File: config.mk
export PLATFORM = sky130hd
export DESIGN_NAME = rom_loader
export DESIGN_NICKNAME = d
export VERILOG_FILES = /design/src/rtl/rom_loader_pkg.sv /design/src/rtl/rom_loader.sv
export SDC_FILE = /design/constraint.sdc
export NUM_CORES = 1
export LEC_CHECK = 0
export BUFFER_PORTS_ARGS = -buffer_cell sky130_fd_sc_hd__buf_2
export CORE_ASPECT_RATIO = 0.8
export CORE_MARGIN = 3
export CORE_UTILIZATION = 45
export DETAILED_ROUTE_END_ITERATION = 12
export GPL_ROUTABILITY_DRIVEN = 0
export GPL_TIMING_DRIVEN = 0
export PLACE_DENSITY = 0.67
export SLEW_MARGIN = 20
export SYNTH_ARGS = -nofsm -noshare
export SYNTH_HDL_FRONTEND = slang
export SYNTH_SLANG_ARGS = --single-unit
File: constraint.sdc
create_clock -name DDRAM_CLK -period 6.1 [get_ports DDRAM_CLK]
set_clock_uncertainty 0.1 [all_clocks]
set_input_delay 1.22 -clock DDRAM_CLK [delete_from_list [all_inputs] [get_ports DDRAM_CLK]]
set_output_delay 1.22 -clock DDRAM_CLK [all_outputs]
set_load 0.05 [all_outputs]
File: src/rtl/rom_loader_pkg.sv
// rom_loader_pkg
//   Shared types and constants for the ROM download loader.
//   - state_t      : loader FSM states
//   - ADDR_W       : byte/word address width (27)
//   - SIZE_W       : byte-count width (28), one bit wider so a full 2^27 image fits
//   - PAD_BYTE_DEF : default fill byte for an unpaired half-word
package rom_loader_pkg;

    localparam int ADDR_W = 27;
    localparam int SIZE_W = 28;

    localparam logic [7:0] PAD_BYTE_DEF = 8'hFF;

    typedef enum logic [2:0] {
        SYNC,
        IDLE,
        FILL,
        ISSUE,
        WAIT_ACK,
        FLUSH,
        DONE
    } state_t;

endpackage

File: src/rtl/rom_loader.sv
// rom_loader
//   Packs a byte-wide ioctl download stream into 16-bit words and hands each
//   word to a DDR write stage over a toggle req/ack handshake.
//
//   Optional feature: define ROM_LOADER_CHECKSUM_EN to add the checksum port
//   (16-bit modulo sum of all accepted bytes, valid when load_done=1).
//
//   Ports
//     DDRAM_CLK      in   clock, rising edge
//     reset          in   asynchronous, active-low
//     ioctl_download in   download session active
//     ioctl_index    in   [7:0]  target selector, must equal ROM_INDEX
//     ioctl_wr       in   byte strobe
//     ioctl_addr     in   [26:0] byte address
//     ioctl_dout     in   [7:0]  byte data
//     ioctl_wait     out  host backpressure
//     wraddr         out  [26:0] word address for the DDR write port
//     din            out  [15:0] packed word, even byte low / odd byte high
//     write_rom_req  out  toggle request
//     write_rom_ack  in   toggle acknowledge
//     rom_size       out  [27:0] highest accepted byte address + 1
//     load_done      out  session ended and every word acknowledged
//     checksum       out  [15:0] (only with ROM_LOADER_CHECKSUM_EN)
module rom_loader
    import rom_loader_pkg::*;
#(
    parameter logic [7:0]        ROM_INDEX  = 8'd0,
    parameter logic [ADDR_W-1:0] BASE_WADDR = 27'd0,
    parameter logic [7:0]        PAD_BYTE   = PAD_BYTE_DEF
) (
    input  logic              DDRAM_CLK,
    input  logic              reset,
    input  logic              ioctl_download,
    input  logic [7:0]        ioctl_index,
    input  logic              ioctl_wr,
    input  logic [ADDR_W-1:0] ioctl_addr,
    input  logic [7:0]        ioctl_dout,
    output logic              ioctl_wait,
    output logic [ADDR_W-1:0] wraddr,
    output logic [15:0]       din,
    output logic              write_rom_req,
    input  logic              write_rom_ack,
    output logic [SIZE_W-1:0] rom_size,
    output logic              load_done
`ifdef ROM_LOADER_CHECKSUM_EN
    ,
    output logic [15:0]       checksum
`endif
);

    state_t            state;
    logic              sess, sess_q, sess_fall, sess_rise;
    logic              live;        // current session has not ended yet
    logic              start_pend;  // rising edge seen while busy with the previous session
    logic              half;        // din[7:0]/wraddr hold an unpaired even byte
    logic              hold_vld;
    logic [7:0]        hold_data;
    logic [ADDR_W-1:0] hold_addr;
    logic              accept, start, ack_ok, idle_like;
    logic [ADDR_W-1:0] byte_waddr;
    logic [SIZE_W-1:0] byte_end;

    assign sess       = ioctl_download && (ioctl_index == ROM_INDEX);
    assign sess_rise  = sess && !sess_q;
    assign sess_fall  = sess_q && !sess;
    assign accept     = sess && ioctl_wr;
    assign start      = sess_rise || start_pend;
    assign idle_like  = (state == IDLE) || (state == DONE);
    assign ack_ok     = (write_rom_ack == write_rom_req);
    // Word address wraps modulo 2^27 with the base offset.
    assign byte_waddr = {1'b0, ioctl_addr[ADDR_W-1:1]} + BASE_WADDR;
    // 28-bit so addr 2^27-1 yields 2^27 without wrapping.
    assign byte_end   = {1'b0, ioctl_addr} + SIZE_W'(1);

    // Decoded from registers only; SYNC is the reset state, so this is 1 in reset.
    assign ioctl_wait = (state == SYNC) || (state == ISSUE) ||
                        (state == WAIT_ACK) || hold_vld;

    always_ff @(posedge DDRAM_CLK or negedge reset) begin
        if (!reset) begin
            state         <= SYNC;
            write_rom_req <= 1'b0;
            load_done     <= 1'b0;
            rom_size      <= '0;
            din           <= '0;
            wraddr        <= '0;
            half          <= 1'b0;
            hold_vld      <= 1'b0;
            hold_data     <= '0;
            hold_addr     <= '0;
            sess_q        <= 1'b0;
            live          <= 1'b0;
            start_pend    <= 1'b0;
`ifdef ROM_LOADER_CHECKSUM_EN
            checksum      <= '0;
`endif
        end else begin
            sess_q <= sess;
            if (sess_fall) live <= 1'b0;
            if (sess_rise && !idle_like) start_pend <= 1'b1;

            case (state)
                // Align req to whatever ack the write stage holds so nothing looks pending.
                SYNC: begin
                    write_rom_req <= write_rom_ack;
                    state         <= IDLE;
                end

                IDLE, DONE: begin
                    if (start) begin
                        rom_size   <= '0;
                        load_done  <= 1'b0;
                        half       <= 1'b0;
                        hold_vld   <= 1'b0;
                        live       <= 1'b1;
                        start_pend <= 1'b0;
`ifdef ROM_LOADER_CHECKSUM_EN
                        checksum   <= '0;
`endif
                        state      <= FILL;
                    end
                end

                FILL: begin
                    if (accept) begin
                        if (byte_end > rom_size) rom_size <= byte_end;
`ifdef ROM_LOADER_CHECKSUM_EN
                        checksum <= checksum + {8'd0, ioctl_dout};
`endif
                        if (!ioctl_addr[0]) begin
                            if (half && (byte_waddr != wraddr)) begin
                                // Flush the unpaired byte first; park the new one.
                                din[15:8] <= PAD_BYTE;
                                hold_vld  <= 1'b1;
                                hold_data <= ioctl_dout;
                                hold_addr <= byte_waddr;
                                state     <= ISSUE;
                            end else begin
                                din[7:0]  <= ioctl_dout;
                                wraddr    <= byte_waddr;
                                half      <= 1'b1;
                            end
                        end else begin
                            din[15:8] <= ioctl_dout;
                            if (!half || (byte_waddr != wraddr)) din[7:0] <= PAD_BYTE;
                            wraddr    <= byte_waddr;
                            state     <= ISSUE;
                        end
                    end else if (!sess || !live) begin
                        state <= FLUSH;
                    end
                end

                ISSUE: begin
                    write_rom_req <= ~write_rom_req;
                    half          <= 1'b0;
                    state         <= WAIT_ACK;
                end

                WAIT_ACK: begin
                    if (ack_ok) begin
                        if (hold_vld) begin
                            din[7:0] <= hold_data;
                            wraddr   <= hold_addr;
                            half     <= 1'b1;
                            hold_vld <= 1'b0;
                        end
                        state <= (sess && live) ? FILL : FLUSH;
                    end
                end

                FLUSH: begin
                    if (half) begin
                        din[15:8] <= PAD_BYTE;
                        state     <= ISSUE;
                    end else begin
                        load_done <= 1'b1;
                        state     <= DONE;
                    end
                end

                default: state <= SYNC;
            endcase
        end
    end

endmodule

==> out/results.ini, run 1 <==
[placed_design]
hpwl_um = 12760
place_ws_ns = 0.8135
place_area_um2 = 7472
io_buffers = 109

[timing]
tightest_slew_ns = 1.003
timing.final.crit_share_pct = 80.06
setup_viol = 0
hold_slack_ns = 0.3813
rsz0062_at_grt = false
hold_violations = 0
max_slew_margin_pct = 32.54
maxSlewViolCount = 0
max_freq_mhz = 204.8
period_minus_slack_ns = 4.884
worst_slack_ns = 1.216
tns_ns = 0

[setup_path]
critical_path_class = input pin to flip-flop
endpoint_kind = flip-flop
cp.required_ns = 6.32
worstPathArrival_ns = 5.11
r2r_start = state[1]
crit_fanout = 10
ff2ff_setup_slack_ns = 3.38
r2r_end = wraddr[24]
rr_worst_depth = 6
cp-start-kind = input pin

[die]
die_area_um2 = 16310
chipWidth_um = 142.0
rows = 39
die-height_um = 114.8
core-area_um2 = 14400
ioPinCount = 122
start_util_pct = 46.28

[drt]
vias = 5048
drt_iter0_markers = 293
antenna_left = 0
dr.pass1.iters = 4
post_drt_via_cell_ratio = 5.359
wire_per_inst_um = 17.60
wirelength_um = 16580
drc = 0

[synth]
synthArstFlopShare_pct = 100.0
yosysTopAreaCell = dfrtp_1
synth_cells = 618
synth_edf_count = 0
synth_cell_types = 54
synth.most_common_cell = dfrtp_1
syn_area_um2 = 6663
ys_ff_latch = 114
synth.area.top_cells = dfrtp_1 (43%), mux2_2 (11%), ha_1 (5.4%)
synth_warnings = 0
seq_area_frac_synth_pct = 42.82
avgSynthCellArea_um2 = 10.78
synth_commonest_cells = dfrtp_1 (114), mux2_2 (68), nand2_1 (59)
syn-num-nets = 695
synth_top_area_share_pct = 42.82
synth_ff_type = dfrtp_1

[grt]
grt_overflow = 0
met3_usage_pct = 5.696
busiest_layer = met2
grt_pass1_wl_um = 26590
grt_start_max_net_pins = 83
use_met1_pct = 29.28
antenna_found_initial = 0
grt_usage_pct = 20.98
grt_use_met2_pct = 32.16
first_global_vias = 5030

[power_and_ir_drop]
p_per_area_nw_per_um2 = 379.6
finalPower_mw = 3.035
p_seq_share_pct = 30.9
switchingPower_mw = 1.244
p_leak_nw = 3.976
ir_worst_vdd_mv = 0.1921
p_int_mw = 1.791
switching_share_pct = 40.99
power_frac_comb_pct = 40.4
clkPwrFrac_pct = 28.7

[final_layout]
final_area_um2 = 7994
n_antenna_cell = 0
final_layout_size_suffix_gt1_share_pct = 32.85
areaGrowthSynthToFinish_pct = 19.98
fin_nets = 824

[clock_network]
cts-resized-gates = 0
cts_tree = done
worstSkewPairLatency_ns = 0.41
cts.htree.levels = 4
cts_hold_buf = 0
postCtsSetupBuffers = 0
cts_max_path_buffers = 2
numCtsBuffers = 17
clkTransAtPathRegs_ns = 0.05
cts.sinks = 114
cts-root-buf = clkbuf_16

[worst_hold_path]
whs_path_depth = 1
worstHoldEndpoint = din[15]
hold_class = flip-flop to flip-flop
hold_path.startpoint = din[15]

[outcome]
run_status = completed

[run]
maxCapViolations = 0

## how the worst max path moves through the flow
stage                        from           end  slack, ns
detailed placement  ioctl_addr[5]  rom_size[18]       0.81
global placement    ioctl_addr[0]   rom_size[8]       0.83
global route        ioctl_addr[0]  rom_size[15]       0.87
CTS                 ioctl_addr[0]   rom_size[9]       1.22
finish              ioctl_addr[0]   rom_size[9]       1.22
floorplan           ioctl_addr[5]  rom_size[10]       1.67
## per-layer routing
layer | share of wire, % | wire length (um) | vias up
li1 | - | - | 2433
met1 | 47 | 7722 | 2465
met2 | 45 | 7458 | 133
met3 | 7.2 | 1192 | 17
met4 | 1.2 | 205 | 0
met5 | 0 | 0 | -
## cells by family after synthesis
| family | after synthesis | synth area share (%) |
|---|---|---|
| DFF | 114 | 42.82 |
| buffers and inverters | 70 | 5.014 |
| adders and majority gates | 29 | 5.446 |
| and+or+nand+nor | 161 | 11.91 |
| xor gates and xnor gates | 52 | 6.948 |
| other | 1 | 0.05628 |
| muxes | 124 | 20.88 |
| AOI/OAI and AO/OA | 67 | 6.930 |
## state kept, by name, summed over array words and instances, names as in the netlist
name	flops
hold_vld	1
live	1
din	16
write_rom_req	1
load_done	1
state	3
rom_size	28
half	1
sess_q	1
wraddr	26
hold_data	8
start_pend	1
hold_addr	26
## area by class of cell
class,count,area [um2]
well taps,184,230.2
clock buffers,21,460.4
fillers,1245,6401
inverters,35,131.4
clock inverters,9,61.31
flip-flops and latches,114,2853
plain buffers,35,202.7
repair buffers,110,579.3
multi-input cells,434,3476
## critical path: stages
cell and delay (ns):
buf_2 0.13, ha_1 0.23, nand4_1 0.21, nor4_1 0.82, nand3_1 0.18, xnor2_1 0.21
ha_1 0.32, nand4_1 0.18, nor4_1 0.37, a21oi_1 0.11, o22a_1 0.19, o41ai_1 0.05
buf_2 0.33, buf_4 0.28, mux2i_1 0.25
## metrics by stage
stage	util (%)	instances
after floorplan	-	618
after global placement	51.67	911
after detailed placement	51.91	912
after CTS	55.53	942
after global routing	55.53	942
final	55.53	942
## power groups by stage
stage	sequential (mW)	clock, mW	combinational [mW]
floorplan	1.24	0	0.617
global placement	0.943	0	1.20
detailed placement	0.949	0	1.23
CTS	0.938	0.889	1.23
global route	0.951	0.925	1.34
finish	0.937	0.871	1.23
## layout by cell type, fill, tap and decap left out, types with 13 or more instances in the layout
cell / n
a21oi_1: 16
nor2_1: 24
inv_1: 34
nand3_1: 20
dfrtp_1: 114
buf_2: 122
clkbuf_1: 13
clkbuf_16: 17
nand2_1: 59
mux2i_1: 28
xnor2_1: 41
mux2_1: 20
ha_1: 29
mux2_2: 68
o21ai_0: 17
nand4_1: 17
Note: power is estimated with default switching activity, not from simulation.
==> inputs of run 2 (changes only) <==
--- a/config.mk
+++ b/config.mk
@@ -12,7 +12,7 @@
 export DETAILED_ROUTE_END_ITERATION = 12
 export GPL_ROUTABILITY_DRIVEN = 0
 export GPL_TIMING_DRIVEN = 0
-export PLACE_DENSITY = 0.67
+export PLACE_DENSITY = 0.69
 export SLEW_MARGIN = 20
 export SYNTH_ARGS = -nofsm -noshare
 export SYNTH_HDL_FRONTEND = slang
==> constraint.sdc (replaced) <==
create_clock -name DDRAM_CLK -period 4.4 [get_ports DDRAM_CLK]
set_clock_uncertainty 0.1 [all_clocks]
set_input_delay 0.88 -clock DDRAM_CLK [delete_from_list [all_inputs] [get_ports DDRAM_CLK]]
set_output_delay 0.88 -clock DDRAM_CLK [all_outputs]
set_load 0.05 [all_outputs]
==> out/results.ini, run 2 (synthesis results as in run 1) <==
[power_and_ir_drop]
finalPower_mw = 4.422  ; +46%
p_seq_share_pct = 29.5  ; -1.4 points
p_per_area_nw_per_um2 = 544.4  ; +43%
power_frac_comb_pct = 38.9  ; -1.5 points
clkPwrFrac_pct = 31.6  ; +2.9 points
switching_share_pct = 40.39  ; -0.61 points
switchingPower_mw = 1.786  ; +44%
ir_worst_vdd_mv = 0.2999  ; +56%
p_int_mw = 2.636  ; +47%
p_leak_nw = 4.059  ; +2.1%

[clock_network]
clkTransAtPathRegs_ns = 0.05  ; about the same
cts-root-buf = clkbuf_16
cts.sinks = 114  ; unchanged
cts_max_path_buffers = 2  ; unchanged
cts_tree = done
worstSkewPairLatency_ns = 0.42  ; about the same
cts.htree.levels = 4  ; unchanged
numCtsBuffers = 17  ; unchanged

[drt]
wl_met1_um = 8095  ; +4.8%
dr_wl_met2_um = 7808  ; +4.7%
wire_per_inst_um = 18.22  ; +3.5%
wirelength_um = 17270  ; +4.2%
vias = 5151  ; +2.0%
drc = 0  ; unchanged
drt_iter0_markers = 300  ; +2.4%
wl_met3_um = 1131  ; -5.1%
dr.pass1.iters = 5  ; +1
antenna_left = 0  ; unchanged
top_layer = met4
post_drt_via_cell_ratio = 5.434  ; +1.4%

[grt]
antenna_found_initial = 0  ; unchanged
grt_start_max_net_pins = 80  ; -3.6%
first_global_vias = 5146  ; +2.3%
grt_overflow = 0  ; unchanged
grt_usage_pct = 21.40  ; +0.42 points
grt_pass1_wl_um = 26940  ; +1.3%

[worst_hold_path]
hold_class = input pin to async pin

[final_layout]
layout_commonest_cell = buf_2
fin_nets = 828  ; +0.49%
reg.largest.list = rom_size x28, hold_addr x26, wraddr x26
utilization_pct = 56.42  ; +0.89 points
n_antenna_cell = 0  ; unchanged
final_layout_size_suffix_gt1_share_pct = 33.64  ; +0.79 points
largest_register = rom_size
final_cell_mix = buf_2 (122), dfrtp_1 (114), mux2_2 (68), nand2_1 (59), xnor2_1 (41)
largest_reg_flops = 28  ; unchanged
areaGrowthSynthToFinish_pct = 21.90
nFillCells = 1259  ; +1.1%

[timing]
maxSlewViolCount = 0  ; unchanged
hold_slack_ns = 0.2536  ; -0.1277 ns
hold_violations = 0  ; unchanged
tns_ns = 0  ; unchanged
max_slew_margin_pct = 53.68  ; +21 points
period_minus_slack_ns = 4.127
max_freq_mhz = 242.3
timing.final.crit_share_pct = 93.80
setup_viol = 0  ; unchanged
tightest_slew_ns = 0.6947  ; -0.3079 ns

[die]
core-area_um2 = 14400  ; unchanged
die_area_um2 = 16310  ; unchanged
die-height_um = 114.8  ; unchanged
chipWidth_um = 142.0  ; unchanged
rows = 39  ; unchanged
ioPinCount = 122  ; unchanged
start_util_pct = 46.28  ; unchanged

[setup_path]
critical_path_class = input pin to flip-flop
endpoint_kind = flip-flop
worstPathArrival_ns = 4.36  ; -0.75 ns
crit_fanout = 10  ; unchanged
cp-start-kind = input pin
cp.required_ns = 4.63  ; -1.69 ns

[placed_design]
hpwl_um = 13080  ; +2.5%
io_buffers = 109  ; unchanged

[outcome]
run_status = completed

[run]
maxCapViolations = 0  ; unchanged

[run 2: power groups by stage]
stage          combinational (mW)  sequential [mW]  clock [mW]
6_report                     1.72             1.30        1.40
5_1_grt                      1.86             1.32        1.47
4_1_cts                      1.72             1.30        1.41
3_5_place_dp                 1.71             1.32           0
3_3_place_gp                 1.65             1.31           0
2_1_floorplan               0.855             1.73           0
[run 2: critical path, stage by stage]
cell      delay [ns]
buf_2           0.14
clkbuf_2        0.22
nand4_1         0.20
nor4_4          0.30
buf_4           0.20
nand3_1         0.10
xnor2_1         0.23
ha_1            0.29
nand4_1         0.19
o221ai_1        0.14
a31oi_1         0.21
nor3_1          0.07
o41ai_1         0.32
buf_2           0.34
buf_4           0.28
mux2i_1         0.24
[run 2: area by class of cell]
class | instances | area, um2 | area share [%]
Inverter | 35 | 131.4 | 1.618
Sequential cell | 114 | 2853 | 35.13
Clock inverter | 13 | 161.4 | 1.987
Buffer | 35 | 203.9 | 2.511
Timing Repair Buffer | 114 | 609.3 | 7.503
Clock buffer | 19 | 432.9 | 5.330
Multi-Input combinational cell | 434 | 3500 | 43.09
Tap cell | 184 | 230.2 | 2.835
[run 2: final timing paths]
path                          startpoint             to  slack (ns)  cells past startpoint
setup / recovery           ioctl_addr[0]    rom_size[8]        0.27                     16
hold / removal                     reset   rom_size[14]        0.25                      1
setup reg to reg            rom_size[27]    rom_size[8]        1.67                     10
hold reg to reg                  din[13]        din[13]        0.39                      1
max in group asynchronous          reset  hold_addr[23]        3.24                      2
min in group DDRAM_CLK           din[13]        din[13]        0.39                      1
[run 2: per-layer routing]
layer,track usage (%),up-vias
li1,-,2440
met1,29.83,2521
met2,33.23,169
met3,5.322,21
met4,6.394,0
met5,0,-
[run 2: stage by stage]
step	setup WS, ns	area [um2]	std cells
final	0.2729	8122	948
after CTS	0.02455	8073	944
after global placement	-0.5599	7438	911
after detailed placement	-0.6607	7472	912
after global routing	-0.003779	8122	948
after floorplan	0.3077	6663	618
[run 2: timing repair]
item,CTS,global route
buffers inserted,0,4
gates resized for setup,1,4
setup endpoints to repair,22,28
hold buffers,0,0
pin swaps,0,3
gates cloned,0,0
